--- src/rtl/fetch_stage.sv ---
// fetch_stage -- instruction fetch stage with IF/ID pipeline register.
//
// Holds the PC, issues word-aligned requests to instruction memory and loads
// the IF/ID register. A one-entry buffer keeps an instruction that memory
// returned while the hazard unit was stalling, so the fetch is not repeated.
//
// Optional feature: define FETCH_STALL_CNT_EN to add the FetchStallCnt output,
// a saturating count of cycles in which the stage is active but the PC does
// not advance.
//
// Memory handshake: IMemReq/IMemAddr form the request. A transfer takes place
// in any cycle where IMemReq=1 and IMemAck=1, and IMemData is valid only in
// that cycle. While IMemReq=1 and IMemAck=0 the same address is presented again
// on the next cycle. IMemAck is ignored whenever IMemReq=0.

module fetch_stage #(
    parameter logic [31:0] RESET_PC = 32'h0000_0000
) (
    input  logic        Clk,
    input  logic        Reset,
    input  logic        PCWrite,
    input  logic        IFIDWrite,
    input  logic        FlushSignal,
    input  logic        Redirect,
    input  logic [31:0] RedirectPC,
    output logic        IMemReq,
    output logic [31:0] IMemAddr,
    input  logic        IMemAck,
    input  logic [31:0] IMemData,
    output logic [31:0] IFID_PC4,
    output logic [31:0] IFID_Instr,
    output logic        IFID_Valid,
    output logic        FetchBusy,
`ifdef FETCH_STALL_CNT_EN
    output logic [15:0] FetchStallCnt,
`endif
    output logic [1:0]  dbg_state
);

    // FSM encoding
    localparam logic [1:0] ST_IDLE  = 2'd0;
    localparam logic [1:0] ST_FETCH = 2'd1;
    localparam logic [1:0] ST_HOLD  = 2'd2;

    // Registered state
    logic [1:0]  state;
    logic [31:0] pc;
    logic [31:0] buf_data;
    logic        buf_vld;
    logic        req_q;

    // Next-state values
    logic [1:0]  state_nxt;
    logic [31:0] pc_nxt;
    logic [31:0] buf_data_nxt;
    logic        buf_vld_nxt;
    logic [31:0] ifid_pc4_nxt;
    logic [31:0] ifid_instr_nxt;
    logic        ifid_valid_nxt;

    // Per-cycle decisions
    logic        advance;      // PC moves to PC+4 this cycle
    logic        load_req;     // an instruction is ready to enter IF/ID
    logic [31:0] load_instr;   // the instruction that would enter IF/ID
    logic        bubble_req;   // missed fetch with IF/ID free -> bubble
    logic [31:0] pc_plus4;

    // Low redirect bits are dropped on purpose; only the word address matters.
    logic        unused_redirect_lsbs;
    assign unused_redirect_lsbs = ^RedirectPC[1:0];

    assign pc_plus4 = pc + 32'd4;

    // FSM transitions, PC and buffer updates, and the IF/ID load decision
    always_comb begin
        state_nxt    = state;
        pc_nxt       = pc;
        buf_data_nxt = buf_data;
        buf_vld_nxt  = buf_vld;
        advance      = 1'b0;
        load_req     = 1'b0;
        load_instr   = 32'h0;
        bubble_req   = 1'b0;

        if (Redirect) begin
            // Resolved control transfer: anything in flight or buffered is stale.
            pc_nxt       = {RedirectPC[31:2], 2'b00};
            buf_vld_nxt  = 1'b0;
            buf_data_nxt = 32'h0;
            state_nxt    = ST_FETCH;
        end else begin
            case (state)
                ST_IDLE: begin
                    state_nxt = ST_FETCH;
                end
                ST_FETCH: begin
                    if (IMemAck) begin
                        if (!PCWrite && !IFIDWrite) begin
                            advance    = 1'b1;
                            load_req   = 1'b1;
                            load_instr = IMemData;
                        end else begin
                            // Memory answered during a stall: park the word.
                            buf_data_nxt = IMemData;
                            buf_vld_nxt  = 1'b1;
                            state_nxt    = ST_HOLD;
                        end
                    end else if (!IFIDWrite) begin
                        bubble_req = 1'b1;
                    end
                end
                ST_HOLD: begin
                    if (!PCWrite && !IFIDWrite) begin
                        advance      = 1'b1;
                        load_req     = 1'b1;
                        load_instr   = buf_data;
                        buf_vld_nxt  = 1'b0;
                        buf_data_nxt = 32'h0;
                        state_nxt    = ST_FETCH;
                    end
                end
                default: begin
                    state_nxt = ST_IDLE;
                end
            endcase
        end

        if (advance) begin
            pc_nxt = pc_plus4;
        end
    end

    // IF/ID next value: Redirect > Flush > IFIDWrite hold > load
    always_comb begin
        ifid_pc4_nxt   = IFID_PC4;
        ifid_instr_nxt = IFID_Instr;
        ifid_valid_nxt = IFID_Valid;
        if (Redirect || FlushSignal || bubble_req) begin
            ifid_pc4_nxt   = 32'h0;
            ifid_instr_nxt = 32'h0;
            ifid_valid_nxt = 1'b0;
        end else if (load_req) begin
            // load_req is only raised with IFIDWrite=0, so the hold wins otherwise.
            ifid_pc4_nxt   = pc_plus4;
            ifid_instr_nxt = load_instr;
            ifid_valid_nxt = 1'b1;
        end
    end

    // State, PC, buffer and IF/ID registers with synchronous reset
    always_ff @(posedge Clk) begin
        if (Reset) begin
            state      <= ST_IDLE;
            pc         <= {RESET_PC[31:2], 2'b00};
            buf_data   <= 32'h0;
            buf_vld    <= 1'b0;
            req_q      <= 1'b0;
            IFID_PC4   <= 32'h0;
            IFID_Instr <= 32'h0;
            IFID_Valid <= 1'b0;
        end else begin
            state      <= state_nxt;
            pc         <= pc_nxt;
            buf_data   <= buf_data_nxt;
            buf_vld    <= buf_vld_nxt;
            req_q      <= (state_nxt == ST_FETCH);
            IFID_PC4   <= ifid_pc4_nxt;
            IFID_Instr <= ifid_instr_nxt;
            IFID_Valid <= ifid_valid_nxt;
        end
    end

    assign IMemReq   = req_q;
    assign IMemAddr  = pc;
    assign FetchBusy = req_q & ~IMemAck;
    assign dbg_state = state;

`ifdef FETCH_STALL_CNT_EN
    logic [15:0] stall_cnt;

    // Count active cycles without PC progress, saturating at all-ones
    always_ff @(posedge Clk) begin
        if (Reset) begin
            stall_cnt <= 16'h0;
        end else if ((state == ST_FETCH || state == ST_HOLD) && !advance &&
                     !Redirect && (stall_cnt != 16'hFFFF)) begin
            stall_cnt <= stall_cnt + 16'd1;
        end
    end

    assign FetchStallCnt = stall_cnt;
`endif

endmodule

--- config.mk ---
export PLATFORM = sky130hd
export DESIGN_NAME = fetch_stage
export DESIGN_NICKNAME = d
export VERILOG_FILES = /design/src/rtl/fetch_stage.sv
export SDC_FILE = /design/constraint.sdc
export NUM_CORES = 1
export LEC_CHECK = 0
export BUFFER_PORTS_ARGS = -buffer_cell sky130_fd_sc_hd__buf_2
export CAP_MARGIN = 20
export CORE_MARGIN = 4
export CORE_UTILIZATION = 45
export DETAILED_ROUTE_END_ITERATION = 10
export PLACE_DENSITY = 0.73
export SLEW_MARGIN = 20
export SYNTH_ARGS = -nofsm -noshare
export SYNTH_HDL_FRONTEND = slang
export SYNTH_SLANG_ARGS = --single-unit
--- constraint.sdc ---
create_clock -name Clk -period 5.95 [get_ports Clk]
set_clock_uncertainty 0.2 [all_clocks]
set_input_delay 1.19 -clock Clk [delete_from_list [all_inputs] [get_ports Clk]]
set_output_delay 1.19 -clock Clk [all_outputs]
set_load 0.01 [all_outputs]
* Word level (Yosys, flattened, before mapping)
Cells that the tools add are included.
Word-level totals: flip-flop bits (word level) 132
Cells by class: add/subtract/negate cells 1, equal/unequal tests 6, muxes and demuxes 24, bitwise operators 2, reduce and logical (&&, ||, !) cells 11
Operator list (number):
- 32-bit two-way mux | 9
- 32-bit case mux with 2 select lines | 2
- 32-bit by 3-bit adder with 32-bit output (second input constant) | 1
- 2-bit two-way mux | 4
- 1-bit two-way mux | 7
- 2-bit != test (second input constant) | 3
- 2-bit case mux with 3 select lines | 1
- 2-bit by 1-bit equality test with 1-bit output (second input constant) | 2
- 4-bit AND reduction | 1
- 2-bit nonzero test | 2
- 2-bit OR reduction | 2
- 2-bit equality test (second input constant) | 1
- 1-bit zero test | 2
- 2-bit zero test | 1
- 1-bit logical OR | 2
- 1-bit case mux with 2 select lines | 1
- 1-bit AND | 1
- 1-bit logical AND | 1
- 1-bit inverter | 1

* Logic depth before layout (Yosys ltp)
word-level depth 7, depth in mapped cells 11, depth with buffers taken out 7

* Worst setup path after synthesis
OpenSTA, ideal clock, no wires.
path type input-to-reg, start input PCWrite, end register pc[18], in the netlist IMemAddr[18], setup time 79 ps, data arrival time 2880 ps, required time 5671 ps, path slack 2790 ps, stages on the path 7, cells stage by stage or3b_1 buf_2 or2_1 clkbuf_2 or4b_1 xor2_1 a211oi_2
Between the ends: word-level cells in the longest chain between the ends 7, elaborated cells on any way between the ends 8
Ends and longest elaborated chain:
- start: declaration | RTL line 21 | input logic PCWrite,
- 1-bit zero test * | RTL line 98, 113
- 1-bit logical AND * | RTL line 98, 113
- 1-bit two-way mux * | RTL line 98, 113
- 1-bit two-way mux | RTL line 97 | if (IMemAck) begin
- 1-bit case mux with 2 select lines * | RTL line 92 | case (state)
- 1-bit two-way mux * | RTL line 85 | if (Redirect) begin
- 32-bit two-way mux or 2-bit nonzero test (tied branches)
- end signal: assignment | RTL line 154 | pc <= {RESET_PC[31:2], 2'b00};
- end signal: assignment | RTL line 163 | pc <= pc_nxt;
- end: declaration | RTL line 47 | logic [31:0] pc;
Every way passes the cells marked *; elsewhere a longest branch is shown, timed or not. A chain may end at the register's enable or synchronous reset.

* Worst setup path after layout
start input PCWrite, end register IFID_PC4[8]
Between the ends: word-level cells in the longest chain between the ends 6
Ends and longest elaborated chain:
- 1-bit zero test * | RTL line 98, 113
- 1-bit logical AND * | RTL line 98, 113
- 1-bit two-way mux * | RTL line 98, 113
- 1-bit two-way mux | RTL line 97
- 1-bit case mux with 2 select lines * | RTL line 92
- 1-bit two-way mux * | RTL line 85
- end signal: assignment | RTL line 167 | IFID_PC4 <= ifid_pc4_nxt;
- end: declaration | RTL line 30 | output logic [31:0] IFID_PC4,
Marks and branches as above.

==> metrics <==
outcome complete, no violations; post-synth top area share 0.439; Post-synth EDFFs 0; placed insts 982; dpl hpwl 10.5 mm; number of I/O port buffers 165; DRT iter0 DRCs 410; n_diodes 0; Max FO, Critical Path 49; CTS tree yes; Mapped Area 5830 sq um; H-tree Lvls 4; fin nets 906; distinct cell type count of the synthesized netlist 44; 1st-pass router iterations 5; most frequent cells in the layout 165 x buf_2, 128 x dfxtp_1, 87 x nor2_1; Syn Area/Cell 8.34 sq um; setup repair after global routing missed its margin false; max cap viols 0; final setup margin 2.37 ns; footprint of the multi-input gates 3010 sq um; post-CTS setup buffer count 0; first-pass GRT wire length 25.4 mm; Slew @ Worst Pin 0.968 ns; overall routed net length 15.8 mm; Synth Instances 699; WL/cell 15.6 um; Final Hold Viols 0; GRT overflow 0; Seq/Total Area, Yosys 0.439; Clk pin slew, worst setup/hold paths 0.05 ns; Seq cells post-synth 128; I/O pins 172; final slew viol count 0; via count 5503; fraction of layout cells with a size suffix above 1 0.254; Avg Vias per Cell 5.43; final setup fails 0; Hold Crit Class flip-flop to flip-flop; Worst Hold Path Cells 2; largest net degree at the start of global routing 71; crit path launch type input pin; yosys warns 0; vias in the first global route 5106; GR Util All Layers 0.213; CP endpoint kind flip-flop; Slew HR 0.353; async set-reset flop share out of synthesis 0; area grow syn2layout 25.0%; Setup WS pre-CTS 1.96 ns; final worst-path cycle share 0.602; hold buffer count at cts 0; root buf cell clkbuf_16; P per Cell Area 286 nW/um^2; Setup TNS Final 0 ns; Cell Rows 41; clock sink count 128; Initial Utilization 0.460; ANT nets after route 0; DIE WIDTH 122 um; Leak 2.83 nW; Max clock buf depth 2; critical path arrival 3.70 ns; Max Fclk 0.279 GHz; kind of critical path input pin to flip-flop; Top FF cell, synth dfxtp_1; Core Area 12700 sq um; post-layout min period 3.58 ns; Final Util 0.575; Resized cells post-CTS 0; Power Total 2.08 mW; largest area contributor in the netlist dfxtp_1; Chip Height 122 um; most common cell after layout, fill and taps aside buf_2; VDD IR-drop max 0.163 mV; worst reg2reg path depth 8; Sequential Area 2560 sq um; Worst Path Required 6.07 ns; Residual DRC 0; # fillers 1167; non-filler cells, final 1013; CTS buffer count 17; Area contributors post-synth dfxtp_1 44%, nor2_1 5.7%, a21oi_1 5.2%; Clock Latency Late Sink 0.41 ns; GP Congestion 0.791; die area 14800 sq um; initial antenna violation count 0
-- routing by layer --
metal,vias up,track usage,wire length (um)
li1,2727,-,-
met1,2520,0.295,7110
met2,227,0.318,7090
met3,29,0.0576,1300
met4,0,0.0826,343
met5,-,0,0
-- state kept, by name, indices dropped and copies added, names as in the netlist --
| signal | flops |
|---|---|
| IMemReq | 1 |
| IFID_Instr | 32 |
| IMemAddr | 30 |
| IFID_Valid | 1 |
| dbg_state | 2 |
| IFID_PC4 | 30 |
| buf_data | 32 |
-- cell usage after synthesis (2+ instances only) --
master / count
nand4_1: 10
nand3_1: 15
o21ai_0: 21
dfxtp_1: 128
nor4_1: 8
a311oi_1: 3
nor3_1: 41
xor2_1: 29
a21oi_1: 60
ha_1: 5
clkbuf_1: 45
or2_2: 3
and4_1: 2
nand3b_1: 33
nor2_1: 88
nand4_2: 2
a221oi_1: 32
xnor2_1: 27
buf_4: 4
nand2_1: 67
buf_2: 10
clkbuf_2: 3
a211oi_1: 34
and3_1: 2
or3_1: 2
and2_1: 3
inv_1: 5
-- power breakdown --
group          switching (mW)  total [mW]  internal, mW
Sequential             0.0293       0.907         0.878
Combinational          0.0957       0.160        0.0644
Clock                   0.352        1.02         0.664
Total                   0.477        2.08          1.61
-- worst max-delay path, stage by stage --
cell	delay [ns]
buf_2	0.11
or3b_1	0.47
or2_1	0.47
nor2_4	0.82
buf_12	0.30
nor2_1	0.06
a211oi_1	0.22
-- logic make-up after synthesis --
kind of cell,synth area share
AND/OR/NAND/NOR,0.240
AO/OA/AOI/OAI,0.173
flip-flops,0.439
buffers and inverters,0.0517
XOR/XNOR,0.0841
adder cells (fa/ha/maj),0.0107
other,0.000643
-- worst paths after layout --
check	from	to	slack (ns)
worst min-delay path	buf_data[21]$_SDFFE_PP0P_	buf_data[21]$_SDFFE_PP0P_	0.25
worst max register to register	dbg_state[1]$_SDFF_PP0_	IFID_PC4[8]$_SDFFE_PP0P_	2.50
worst max-delay path	PCWrite	IFID_PC4[8]$_SDFFE_PP0P_	2.37
worst min register to register	buf_data[21]$_SDFFE_PP0P_	buf_data[21]$_SDFFE_PP0P_	0.25
-- through the flow --
| stage | cell area (sq um) | hold slack [ns] |
|---|---|---|
| after floorplan | 5840 | 0.232 |
| after global placement | 6700 | 0.239 |
| after detailed placement | 6700 | 0.245 |
| after CTS | 7280 | 0.252 |
| after global routing | 7290 | 0.266 |
| final | 7290 | 0.252 |
-- layout make-up --
| type | count | share of cell area |
|---|---|---|
| clock buffers | 24 | 0.0689 |
| multi-input cells | 504 | 0.413 |
| repair buffers | 173 | 0.123 |
| flip-flops and latches | 128 | 0.352 |
| well taps | 172 | 0.0295 |
| inverters | 6 | 0.00309 |
| clock inverters | 6 | 0.0110 |
Power figures use the tool's default switching activity.
